==> src/rtl/spi_byte_feeder_pkg.sv <==
// Shared types and constants for the SSD1306 SPI byte feeder.
// Holds the feeder FSM state encoding and the D/C flag values.
package spi_byte_feeder_pkg;

  typedef enum logic [2:0] {
    IDLE,
    SETUP,
    START,
    WAIT_BUSY,
    WAIT_DONE,
    HOLD
  } state_t;

  localparam logic DC_CMD  = 1'b0;
  localparam logic DC_DATA = 1'b1;

  typedef struct packed {
    logic       dc;
    logic [7:0] data;
  } entry_t;

endpackage

==> src/rtl/spi_byte_fifo.sv <==
// Small synchronous FIFO of {dc, data} entries.
// Pointers carry one extra wrap bit so full and empty fall out of a compare.
module spi_byte_fifo
  import spi_byte_feeder_pkg::*;
#(
  parameter int DEPTH = 4
) (
  input  logic   clk_in,
  input  logic   rst_in,
  input  logic   push,
  input  entry_t wr_entry,
  input  logic   pop,
  output entry_t head,
  output logic   full,
  output logic   empty
);

  localparam int AW = $clog2(DEPTH);

  logic [AW:0] wr_ptr;
  logic [AW:0] rd_ptr;
  entry_t      mem [DEPTH];
  logic        do_push;
  logic        do_pop;

  assign empty   = (wr_ptr == rd_ptr);
  assign full    = (wr_ptr[AW] != rd_ptr[AW]) && (wr_ptr[AW-1:0] == rd_ptr[AW-1:0]);
  assign do_push = push && !full;
  assign do_pop  = pop && !empty;
  assign head    = mem[rd_ptr[AW-1:0]];

  // NOTE: the storage array is deliberately not reset; the pointers alone decide
  // which entries are valid, so stale contents are never observed.
  always_ff @(posedge clk_in) begin
    if (do_push) mem[wr_ptr[AW-1:0]] <= wr_entry;
  end

  always_ff @(posedge clk_in or posedge rst_in) begin
    if (rst_in) begin
      wr_ptr <= '0;
      rd_ptr <= '0;
    end else begin
      if (do_push) wr_ptr <= wr_ptr + 1'b1;
      if (do_pop)  rd_ptr <= rd_ptr + 1'b1;
    end
  end

endmodule

==> src/rtl/spi_byte_feeder.sv <==
// Feeds queued command/data bytes to an 8-bit SPI shift register for an SSD1306,
// driving D/C and chip select and keeping CS asserted across same-D/C bursts.
module spi_byte_feeder
  import spi_byte_feeder_pkg::*;
#(
  parameter int DEPTH   = 4,
  parameter int CS_HOLD = 2
) (
  input  logic       clk_in,
  input  logic       rst_in,
  input  logic       wr_en,
  input  logic [7:0] wr_data,
  input  logic       wr_dc,
  output logic       full,
  input  logic       sr_ready,
  output logic       sr_start,
  output logic [7:0] sr_data,
  output logic       dc_out,
  output logic       cs_n_out,
  output logic       busy
);

  localparam int HW = $clog2(CS_HOLD + 1);

  state_t        state;
  state_t        state_next;
  logic [HW-1:0] hold_cnt;
  logic [HW-1:0] hold_next;
  entry_t        head;
  logic          fifo_empty;
  logic          pop;
  logic          load;

  spi_byte_fifo #(.DEPTH(DEPTH)) u_fifo (
    .clk_in   (clk_in),
    .rst_in   (rst_in),
    .push     (wr_en),
    .wr_entry ('{dc: wr_dc, data: wr_data}),
    .pop      (pop),
    .head     (head),
    .full     (full),
    .empty    (fifo_empty)
  );

  // NOTE: every signal written here gets a default first, so no path leaves it
  // unassigned and no latch is inferred.
  always_comb begin
    state_next = state;
    hold_next  = hold_cnt;
    pop        = 1'b0;
    sr_start   = 1'b0;
    case (state)
      IDLE:      if (!fifo_empty) state_next = SETUP;
      SETUP:     state_next = START;
      START: begin
        if (sr_ready) begin
          sr_start   = 1'b1;
          pop        = 1'b1;
          state_next = WAIT_BUSY;
        end
      end
      WAIT_BUSY: if (!sr_ready) state_next = WAIT_DONE;
      WAIT_DONE: begin
        if (sr_ready) begin
          if (!fifo_empty && head.dc == dc_out) begin
            state_next = START;
          end else if (!fifo_empty) begin
            state_next = SETUP;
          end else begin
            state_next = HOLD;
            hold_next  = HW'(CS_HOLD - 1);
          end
        end
      end
      HOLD: begin
        if (!fifo_empty)        state_next = SETUP;
        else if (hold_cnt == '0) state_next = IDLE;
        else                    hold_next  = hold_cnt - 1'b1;
      end
      default:   state_next = IDLE;
    endcase
  end

  // Byte and D/C latch the head only on the way into SETUP/START, never mid-shift.
  assign load = (state_next == SETUP) || (state_next == START);

  // NOTE: sequential state uses non-blocking assignments so every register
  // samples pre-edge values regardless of statement order.
  always_ff @(posedge clk_in or posedge rst_in) begin
    if (rst_in) begin
      state    <= IDLE;
      hold_cnt <= '0;
      sr_data  <= '0;
      dc_out   <= DC_CMD;
    end else begin
      state    <= state_next;
      hold_cnt <= hold_next;
      if (load) begin
        sr_data <= head.data;
        dc_out  <= head.dc;
      end
    end
  end

  assign cs_n_out = (state == IDLE);
  assign busy     = (state != IDLE) || !fifo_empty;

endmodule

==> config.mk <==
export PLATFORM = sky130hd
export DESIGN_NAME = spi_byte_feeder
export DESIGN_NICKNAME = d
export VERILOG_FILES = /design/src/rtl/spi_byte_feeder_pkg.sv /design/src/rtl/spi_byte_fifo.sv /design/src/rtl/spi_byte_feeder.sv
export SDC_FILE = /design/constraint.sdc
export NUM_CORES = 1
export LEC_CHECK = 0
export ABC_AREA = 1
export ABC_CLOCK_PERIOD_IN_PS = 3030
export BUFFER_PORTS_ARGS = -buffer_cell sky130_fd_sc_hd__buf_2
export CORE_MARGIN = 3
export CORE_UTILIZATION = 60
export DETAILED_ROUTE_END_ITERATION = 10
export HOLD_SLACK_MARGIN = 0.03
export PLACE_DENSITY = 0.93
export SLEW_MARGIN = 5
export SYNTH_ARGS = -nofsm -noshare
export SYNTH_HDL_FRONTEND = slang
export SYNTH_SLANG_ARGS = --single-unit
==> constraint.sdc <==
create_clock -name clk_in -period 3.03 [get_ports clk_in]
set_input_delay 0.606 -clock clk_in [delete_from_list [all_inputs] [get_ports clk_in]]
set_output_delay 0.606 -clock clk_in [all_outputs]
set_load 0.05 [all_outputs]
==> results of run 1 <==
placed cells by master (no fill, tap or decap), types with 6 or more instances in the layout:
| cell type | n |
|---|---|
| edfxtp_1 | 36 |
| inv_1 | 24 |
| buf_2 | 25 |
| o21ai_0 | 19 |
| ha_1 | 6 |
| nand3_1 | 14 |
| nor2_1 | 31 |
| dfrtp_1 | 20 |
| nand2_1 | 32 |
| nand4_1 | 9 |
| o22ai_1 | 8 |
final cells by class:
type	instances	area, um^2	share of cell area
clock buffers	5	68.8	0.0245
repair buffers	26	133	0.0473
multi-input cells	147	841	0.300
inverters	26	97.6	0.0348
flip-flops and latches	56	1580	0.564
well taps	50	62.6	0.0223
clock inverters	3	22.5	0.00802
where the power goes:
part	internal, W	switching [W]	total, W
Clock	0.000166	0.000241	0.000407
Sequential	0.00107	0.000151	0.00122
Combinational	0.000481	0.00113	0.00161
Total	0.00172	0.00152	0.00324
logic make-up (layout without fill, tap and decap cells):
logic type | after synthesis | in the layout | synth area share
fa+ha+maj | 6 | 6 | 0.0293
flops | 56 | 56 | 0.617
xor+xnor | 5 | 5 | 0.0244
compound gates | 33 | 33 | 0.0727
simple gates | 103 | 103 | 0.201
buf+inv | 32 | 60 | 0.0556
sequential cells by signal, summed over array words and instances (netlist names):
name / flops
hold_cnt: 2
u_fifo.wr_ptr: 3
sr_data: 8
dc_out: 1
u_fifo.rd_ptr: 3
state: 3
u_fifo.mem: 36
worst max-delay path: stages (launching register included):
cell and delay (ns):
dfrtp_1 0.44, nor3_1 0.30, inv_2 0.14, nor2_1 0.21
buf_2 0.30
layer usage:
| metal | track usage | vias to the layer above | wire length, um |
|---|---|---|---|
| met4 | 0.0710 | 0 | 61 |
| met1 | 0.262 | 812 | 1990 |
| met3 | 0.0421 | 6 | 290 |
| met2 | 0.315 | 61 | 2300 |
| met5 | 0 | - | 0 |
| li1 | - | 856 | - |
stage by stage:
stage / setup slack, ns / hold WS (ns) / std cells
floorplan: 0.601 / 0.453 / 235
global placement: 0.765 / 0.470 / 305
detailed placement: 0.756 / 0.486 / 305
CTS: 0.723 / 0.439 / 313
global route: 0.565 / 0.477 / 313
finish: 0.712 / 0.401 / 313
final timing paths:
check / endpoint / cells after the start / slack [ns] / start
hold / removal: u_fifo.wr_ptr[2] / 2 / 0.40 / rst_in
setup reg to reg: u_fifo.mem[3][3] / 4 / 0.86 / u_fifo.rd_ptr[1]
hold reg to reg: u_fifo.wr_ptr[2] / 1 / 0.50 / u_fifo.wr_ptr[2]
max in group asynchronous: u_fifo.wr_ptr[1] / 2 / 2.15 / rst_in
min in group clk_in: u_fifo.wr_ptr[2] / 1 / 0.50 / u_fifo.wr_ptr[2]
setup / recovery: sr_start / 4 / 0.71 / state[2]
==> impl_metrics.ini, run 1 <==
[power]
power_density_mw_per_mm2 = 1160
finalPower_w = 0.00324
leakage_nw = 1.23
irDropWorstVdd_uv = 523

[placement]
postPlaceCellArea_mm2 = 0.00272
hpwl_um = 3460
gp_congestion = 0.897
port_buffers = 25

[synth]
syn_area_mm2 = 0.00256
synth_fp_nets = 254
synth_seq_cells = 56
synth_edf_count = 36
async_flop_share = 0.357
ys_top_cells_by_area = edfxtp_1 42%, dfrtp_1 20%, nand2_1 4.7%
yosysUniqueCellTypes = 26
synth.avg_cell_area_um2 = 10.9
synth_common_cells = 36 x edfxtp_1, 32 x nand2_1, 31 x nor2_1
yosys.area.top_type = edfxtp_1
synth_cells = 235
seq_area_frac_synth = 0.617
synth_most_common_cell = edfxtp_1
synth_ff_type = edfxtp_1
ys_warn_count = 0
synth_top_area_share = 0.421

[floorplan]
rows = 23
pin_count = 26
die_area_mm2 = 0.00510
initial_core_util = 0.632
die_width_um = 71.4
die_h_um = 71.4
core_mm2 = 0.00406

[timing]
hold_viol_final = 0
setup_tns_ns = 0
slew_violations = 0
rsz0062_at_grt = false
slew_headroom = 0.421
worst_pin_slew_ns = 0.866
fin_crit_sh = 0.765
fmaxAchievable_mhz = 431
finalSetupViolations = 0
skew_ns = 0.00987
fin_crit_ns = 2.32

[min_path]
hp-class = in2async

[route]
routed_wl_um = 4640
drc = 0
dr_total_vias = 1735
postRouteAntennaNets = 0
wl_per_cell_um = 14.8
first_pass_iters = 4
drt_first_iter_violations = 113
viasPerCell = 5.54

[job]
drv_cap = 0

[grt]
gr-total-overflow = 0
grt_antenna_before_repair = 0
grt_pass1_vias = 1595
grtUsageTotal = 0.195
grt_pass1_wl_um = 7620
grt_max_degree = 21

[clock_network]
ctsResizeCount = 0
cts_setup_buffers = 0
max-clock-path-buffers = 2
insertion_delay_ns = 0.31
htree_levels = 2
cts_buffers = 5
cts.sink_count = 56
root_buffer = clkbuf_8
clk_pin_slew_ns = 0.10
cts_tree = built
holdBufCountCts = 0

[worst_setup_path]
cp.arrival_ns = 1.71
start_kind = flop
end_kind = output pin
worstPathRequired_ns = 2.42
crit_fanout = 10
worstSetupPathType = reg2out

[final_layout]
finalNetCount = 281
syn2layout_area_growth_pct = 9.41
antenna_cells = 0
fin_area_mm2 = 0.00281
post-route-util = 0.692
drive_gt1_frac = 0.198
fillers = 284

[run_status]
status = completed
(Power assumes the default switching activity.)
==> run 2: changes to the inputs <==
--- a/config.mk
+++ b/config.mk
@@ -5,14 +5,14 @@
 export SDC_FILE = /design/constraint.sdc
 export NUM_CORES = 1
 export LEC_CHECK = 0
-export ABC_AREA = 1
-export ABC_CLOCK_PERIOD_IN_PS = 3030
+export ABC_AREA = 0
+export ABC_CLOCK_PERIOD_IN_PS = 2300
 export BUFFER_PORTS_ARGS = -buffer_cell sky130_fd_sc_hd__buf_2
 export CORE_MARGIN = 3
-export CORE_UTILIZATION = 60
+export CORE_UTILIZATION = 57
 export DETAILED_ROUTE_END_ITERATION = 10
 export HOLD_SLACK_MARGIN = 0.03
-export PLACE_DENSITY = 0.93
+export PLACE_DENSITY = 0.9
 export SLEW_MARGIN = 5
 export SYNTH_ARGS = -nofsm -noshare
 export SYNTH_HDL_FRONTEND = slang
==> constraint.sdc (replaced) <==
create_clock -name clk_in -period 2.3 [get_ports clk_in]
set_input_delay 0.46 -clock clk_in [delete_from_list [all_inputs] [get_ports clk_in]]
set_output_delay 0.46 -clock clk_in [all_outputs]
set_load 0.05 [all_outputs]
==> impl_metrics.ini, run 2 <==
[run_status]
status = finished, violations left
violations = negative setup slack

[synth]
async_flop_share = 0.357
synth_ff_type = edfxtp_1
synthXorXnorAreaFrac = 0.0301
yosysUniqueCellTypes = 28
synth_top_area_share = 0.464
syn_area_mm2 = 0.00233
synth_compound_area_frac = 0.0301
muxShareOfSynthArea = 0.145
synthAdderAreaFrac = 0.0322
synth.avg_cell_area_um2 = 16.9
synth_fp_nets = 157
synth_top_family_by_area = multiplexers
synth_edf_count = 36
yosys.area.top_type = edfxtp_1
synth_most_common_cell = edfxtp_1
ys_top_cells_by_area = edfxtp_1 46%, dfrtp_1 21%, mux4_2 8.7%
ys_warn_count = 0
synth_cells = 138
synth_common_cells = 36 x edfxtp_1, 20 x dfrtp_1, 11 x nand2_1
seq_area_frac_synth = 0.679
synth_seq_cells = 56
synth-simple-area-share = 0.0704

[floorplan]
initial_core_util = 0.613
die_area_mm2 = 0.00489
rows = 22
pin_count = 26
core_mm2 = 0.00380
die_h_um = 69.9
die_width_um = 69.9

[clock_network]
clk_pin_slew_ns = 0.10
cts_tree = built
cts_buffers = 5
cts.sink_count = 56
root_buffer = clkbuf_8
max-clock-path-buffers = 2
htree_levels = 2
holdBufCountCts = 0
insertion_delay_ns = 0.30
cts_setup_buffers = 0

[timing]
worst_pin_slew_ns = 0.792
finalSetupViolations = 9
fin_crit_sh = 1.04
slew_headroom = 0.472
skew_ns = 0.0110
fin_crit_ns = 2.39
rsz0062_at_grt = true
fin_ws_ns = -0.0875
hold_viol_final = 0
fmaxAchievable_mhz = 419
slew_violations = 0

[grt]
busiest_layer = met2
grt_antenna_before_repair = 0
grt_pass1_vias = 1408
grt_pass1_wl_um = 6960
grt_max_degree = 21
gr-total-overflow = 0
globalRouteMet3Util = 0.0619
grt_use_met1 = 0.231
grtUsageTotal = 0.189
grt_use_met2 = 0.318

[final_layout]
drive_gt1_frac = 0.400
syn2layout_area_growth_pct = 17.9
largest_reg_flops = 36
final_cell_mix = 36 x edfxtp_1, 25 x buf_2, 20 x dfrtp_1
seq_area_mm2 = 0.00158
antenna_cells = 0
fin_area_mm2 = 0.00275
finalNetCount = 198
multi_input_area_um2 = 764
post-route-util = 0.723
fillers = 241
mostFrequentLayoutCell = edfxtp_1

[min_path]
hp-class = in2async

[route]
first_pass_iters = 5
routed_wl_um = 4100
postRouteAntennaNets = 0
dr_total_vias = 1275
drt_first_iter_violations = 60
wl_per_cell_um = 18.0
drc = 0
viasPerCell = 5.59

[power]
power_density_mw_per_mm2 = 1610
leakage_nw = 1.11
irDropWorstVdd_uv = 882

[placement]
postPlaceCellArea_mm2 = 0.00261
port_buffers = 25
gp_congestion = 0.767
hpwl_um = 2930

[worst_setup_path]
end_kind = flop
worstPathRequired_ns = 2.49
start_kind = flop
worstSetupPathType = reg2reg
crit_fanout = 3
cp.arrival_ns = 2.57

[job]
drv_cap = 0
[run 2: cell count changes in the layout (fill, tap and decap cells not counted), sizes merged, moves of 3 or more]
cell / change
a21oi: -3
nor2: -33
inv: -21
nor2b: +3
nand3: -16
o21ai: -18
mux2: +10
o22ai: -8
mux4: +9
nand4: -9
and2: +5
buf: +10
nand2: -28
xnor2: +5
[run 2: logic make-up after synthesis]
logic type,Yosys count
compound gates,10
xor+xnor,8
fa+ha+maj,6
buf+inv,7
flops,56
mux,20
simple gates,31
[run 2: metal layers]
metal / up-vias / routed length, um
met2: 30 / 2200
li1: 594 / -
met5: - / 0
met1: 645 / 1660
met4: 0 / 34
met3: 6 / 193
[run 2: where the power goes]
group,internal (W),switching [W],leakage (nW),total [W]
combinational,0.000967,0.00120,0.489,0.00217
clock,0.000329,0.000305,0.0558,0.000634
sequential,0.00142,0.000211,0.562,0.00163
total,0.00272,0.00172,1.11,0.00443
[run 2: worst max-delay path, cell delays in order (launching register included)]
cell	delay, ns
dfrtp_1	0.40
mux4_2	0.56
xnor2_2	0.18
nand2_1	0.07
a221o_1	0.37
mux2i_4	0.20
buf_4	0.16
mux2_2	0.33
[run 2: final timing paths]
path                             startpoint                to  slack (ns)  cells past startpoint
min in group clk_in              wr_data[3]  u_fifo.mem[3][3]        0.37                      1
max reg2reg                u_fifo.rd_ptr[0]        sr_data[0]       -0.09                      7
min reg2reg                     hold_cnt[1]       hold_cnt[1]        0.49                      2
min                                  rst_in        sr_data[6]        0.29                      2
max in group asynchronous            rst_in        sr_data[0]        1.51                      2
max                        u_fifo.rd_ptr[0]        sr_data[0]       -0.09                      7
[run 2: final cells by class]
cell class / instances / share of cell area
clock inverters: 2 / 0.0141
flip-flops and latches: 56 / 0.576
inverters: 5 / 0.00683
well taps: 48 / 0.0219
clock buffers: 6 / 0.0264
multi-input cells: 75 / 0.278
repair buffers: 36 / 0.0770
[run 2: through the flow]
| stage | TNS, ns | worst slack (ns) | power, W | hold slack, ns | instances |
|---|---|---|---|---|---|
| after global placement | 0 | 0.00348 | 0.00362 | 0.464 | 220 |
| after CTS | -0.672 | -0.0861 | 0.00444 | 0.308 | 228 |
| after floorplan | 0 | 0.0251 | 0.00315 | 0.424 | 138 |
| after global routing | -0.895 | -0.111 | 0.00469 | 0.341 | 228 |
| final | -0.663 | -0.0875 | 0.00443 | 0.288 | 228 |
| after detailed placement | -0.569 | -0.0779 | 0.00376 | 0.475 | 220 |
[run 2: timing repair]
action                                  CTS  global route
gates cloned                              0             0
endpoints found under the setup margin    9             9
gates resized for setup                   3             3
==> run 3: changes to the inputs <==
--- a/config.mk
+++ b/config.mk
@@ -12,7 +12,7 @@
 export CORE_UTILIZATION = 57
 export DETAILED_ROUTE_END_ITERATION = 10
 export HOLD_SLACK_MARGIN = 0.03
-export PLACE_DENSITY = 0.9
+export PLACE_DENSITY = 0.78
 export SLEW_MARGIN = 5
 export SYNTH_ARGS = -nofsm -noshare
 export SYNTH_HDL_FRONTEND = slang
==> impl_metrics.ini, run 3 (same netlist as run 2, synthesis figures left out) <==
[floorplan]
pin_count = 26
die_width_um = 69.9
rows = 22
initial_core_util = 0.613
die_area_mm2 = 0.00489
core_mm2 = 0.00380
die_h_um = 69.9

[worst_setup_path]
crit_fanout = 6
slowest_stage = mux4_2
cp_cell_sequence = mux4_2, xnor2_2, nand2_1, a221o_1, mux2i_4, buf_6, mux2_2
cp.arrival_ns = 2.54
worstSetupPathType = reg2reg
rr_startpoint = u_fifo.rd_ptr[0]
end_kind = flop
max_stage_delay_ns = 0.55
timing.rr.end = sr_data[0]
rrSetupSlack_ns = -0.06
worstPathRequired_ns = 2.48
r2r_cells = 7
start_kind = flop

[grt]
grtUsageTotal = 0.169
grt_pass1_wl_um = 6330
grt_antenna_before_repair = 0
grt_max_degree = 21
grt_pass1_vias = 1334
gr-total-overflow = 0

[clock_network]
htree_levels = 2
cts_setup_buffers = 0
clk_pin_slew_ns = 0.09
cts_buffers = 5
cts.sink_count = 56
cts_tree = built
max-clock-path-buffers = 2
holdBufCountCts = 0
root_buffer = clkbuf_8
insertion_delay_ns = 0.29

[timing]
finalSetupViolations = 9
worst_pin_slew_ns = 0.747
fin_ws_ns = -0.0599
timing.hold.ws_ns = 0.279
skew_ns = 0.0106
slew_violations = 0
hold_viol_final = 0
fin_crit_ns = 2.36
rsz0062_at_grt = true
fin_crit_sh = 1.03
fmaxAchievable_mhz = 424
slew_headroom = 0.501

[route]
wl_per_cell_um = 16.8
drc = 0
dr_total_vias = 1251
first_pass_iters = 4
viasPerCell = 5.49
routed_wl_um = 3840
postRouteAntennaNets = 0
drt_first_iter_violations = 35

[final_layout]
antenna_cells = 0
drive_gt1_frac = 0.383
syn2layout_area_growth_pct = 16.2
mostFrequentLayoutCell = edfxtp_1
fillers = 253
finalNetCount = 198
fin_cells = 228
fin_area_mm2 = 0.00271
final_cell_mix = 36 x edfxtp_1, 25 x buf_2, 20 x dfrtp_1
post-route-util = 0.713
largest_reg_flops = 36

[power]
power_density_mw_per_mm2 = 1570
pwr-share-seq = 0.382
irDropWorstVdd_uv = 761
p_int_w = 0.00259
switching_share = 0.391
leakage_nw = 1.08
comb_power_share = 0.499
clockPowerShare = 0.119
p_sw_w = 0.00166

[placement]
postPlaceCellArea_mm2 = 0.00261
hpwl_um = 2820
dp_cells = 220
port_buffers = 25
gp_congestion = 0.857

[run_status]
violations = negative setup slack
status = finished, violations left

[job]
drv_cap = 0

[min_path]
hp-class = in2async
[run 3: repair_timing]
action / CTS / global route
setup endpoints to repair: 9 / 9
gates resized for setup: 1 / 2
gates cloned: 0 / 0
[run 3: power groups by stage]
stage	sequential [W]	combinational [W]	clock [W]
2_1_floorplan	0.00188	0.00127	0
3_3_place_gp	0.00162	0.00201	0
3_5_place_dp	0.00164	0.00209	0
4_1_cts	0.00162	0.00211	0.000523
5_1_grt	0.00165	0.00226	0.000574
6_report	0.00162	0.00212	0.000505
[run 3: cell type report]
class                           count  area, um^2  area share
Clock inverter                      2        16.3     0.00601
Multi-Input combinational cell     75         747       0.276
Sequential cell                    56        1580       0.584
Timing Repair Buffer               36         211      0.0781
Inverter                            5        18.8     0.00693
Tap cell                           48        60.1      0.0222
Clock buffer                        6        72.6      0.0268
[run 3: metrics by stage]
stage | total power, W | setup TNS, ns | setup slack (ns)
global route | 0.00448 | -1.05 | -0.134
floorplan | 0.00315 | 0 | 0.0251
global placement | 0.00363 | -0.0554 | -0.00992
CTS | 0.00425 | -0.500 | -0.0690
finish | 0.00425 | -0.392 | -0.0599
detailed placement | 0.00373 | -0.503 | -0.0818
[run 3: critical path: cells and delay by family (launching register included)]
kind                   cells  cell delay [ns]
buffers and inverters      1             0.16
XOR/XNOR                   1             0.16
AO/OA/AOI/OAI              1             0.38
multiplexers               3             1.09
AND/OR/NAND/NOR            1             0.07
flip-flops                 1             0.39
[run 3: worst max path at each step]
stage	startpoint	endpoint	slack (ns)
2_1_floorplan	u_fifo.rd_ptr[0]	sr_data[0]	0.03
3_3_place_gp	u_fifo.rd_ptr[0]	sr_data[4]	-0.01
3_5_place_dp	u_fifo.rd_ptr[0]	sr_data[0]	-0.08
4_1_cts	u_fifo.rd_ptr[0]	sr_data[0]	-0.07
5_1_grt	u_fifo.rd_ptr[0]	dc_out	-0.13
6_report	u_fifo.rd_ptr[0]	sr_data[0]	-0.06
[run 3: routing by layer]
layer / GRT usage / wire [um] / vias to the layer above / share of wire
met2: 0.312 / 2150 / 34 / 0.56
met3: 0.0388 / 175 / 2 / 0.046
met4: 0.0447 / 14 / 0 / 0.0037
met1: 0.197 / 1500 / 619 / 0.39
met5: 0 / 0 / - / 0
li1: - / - / 596 / -
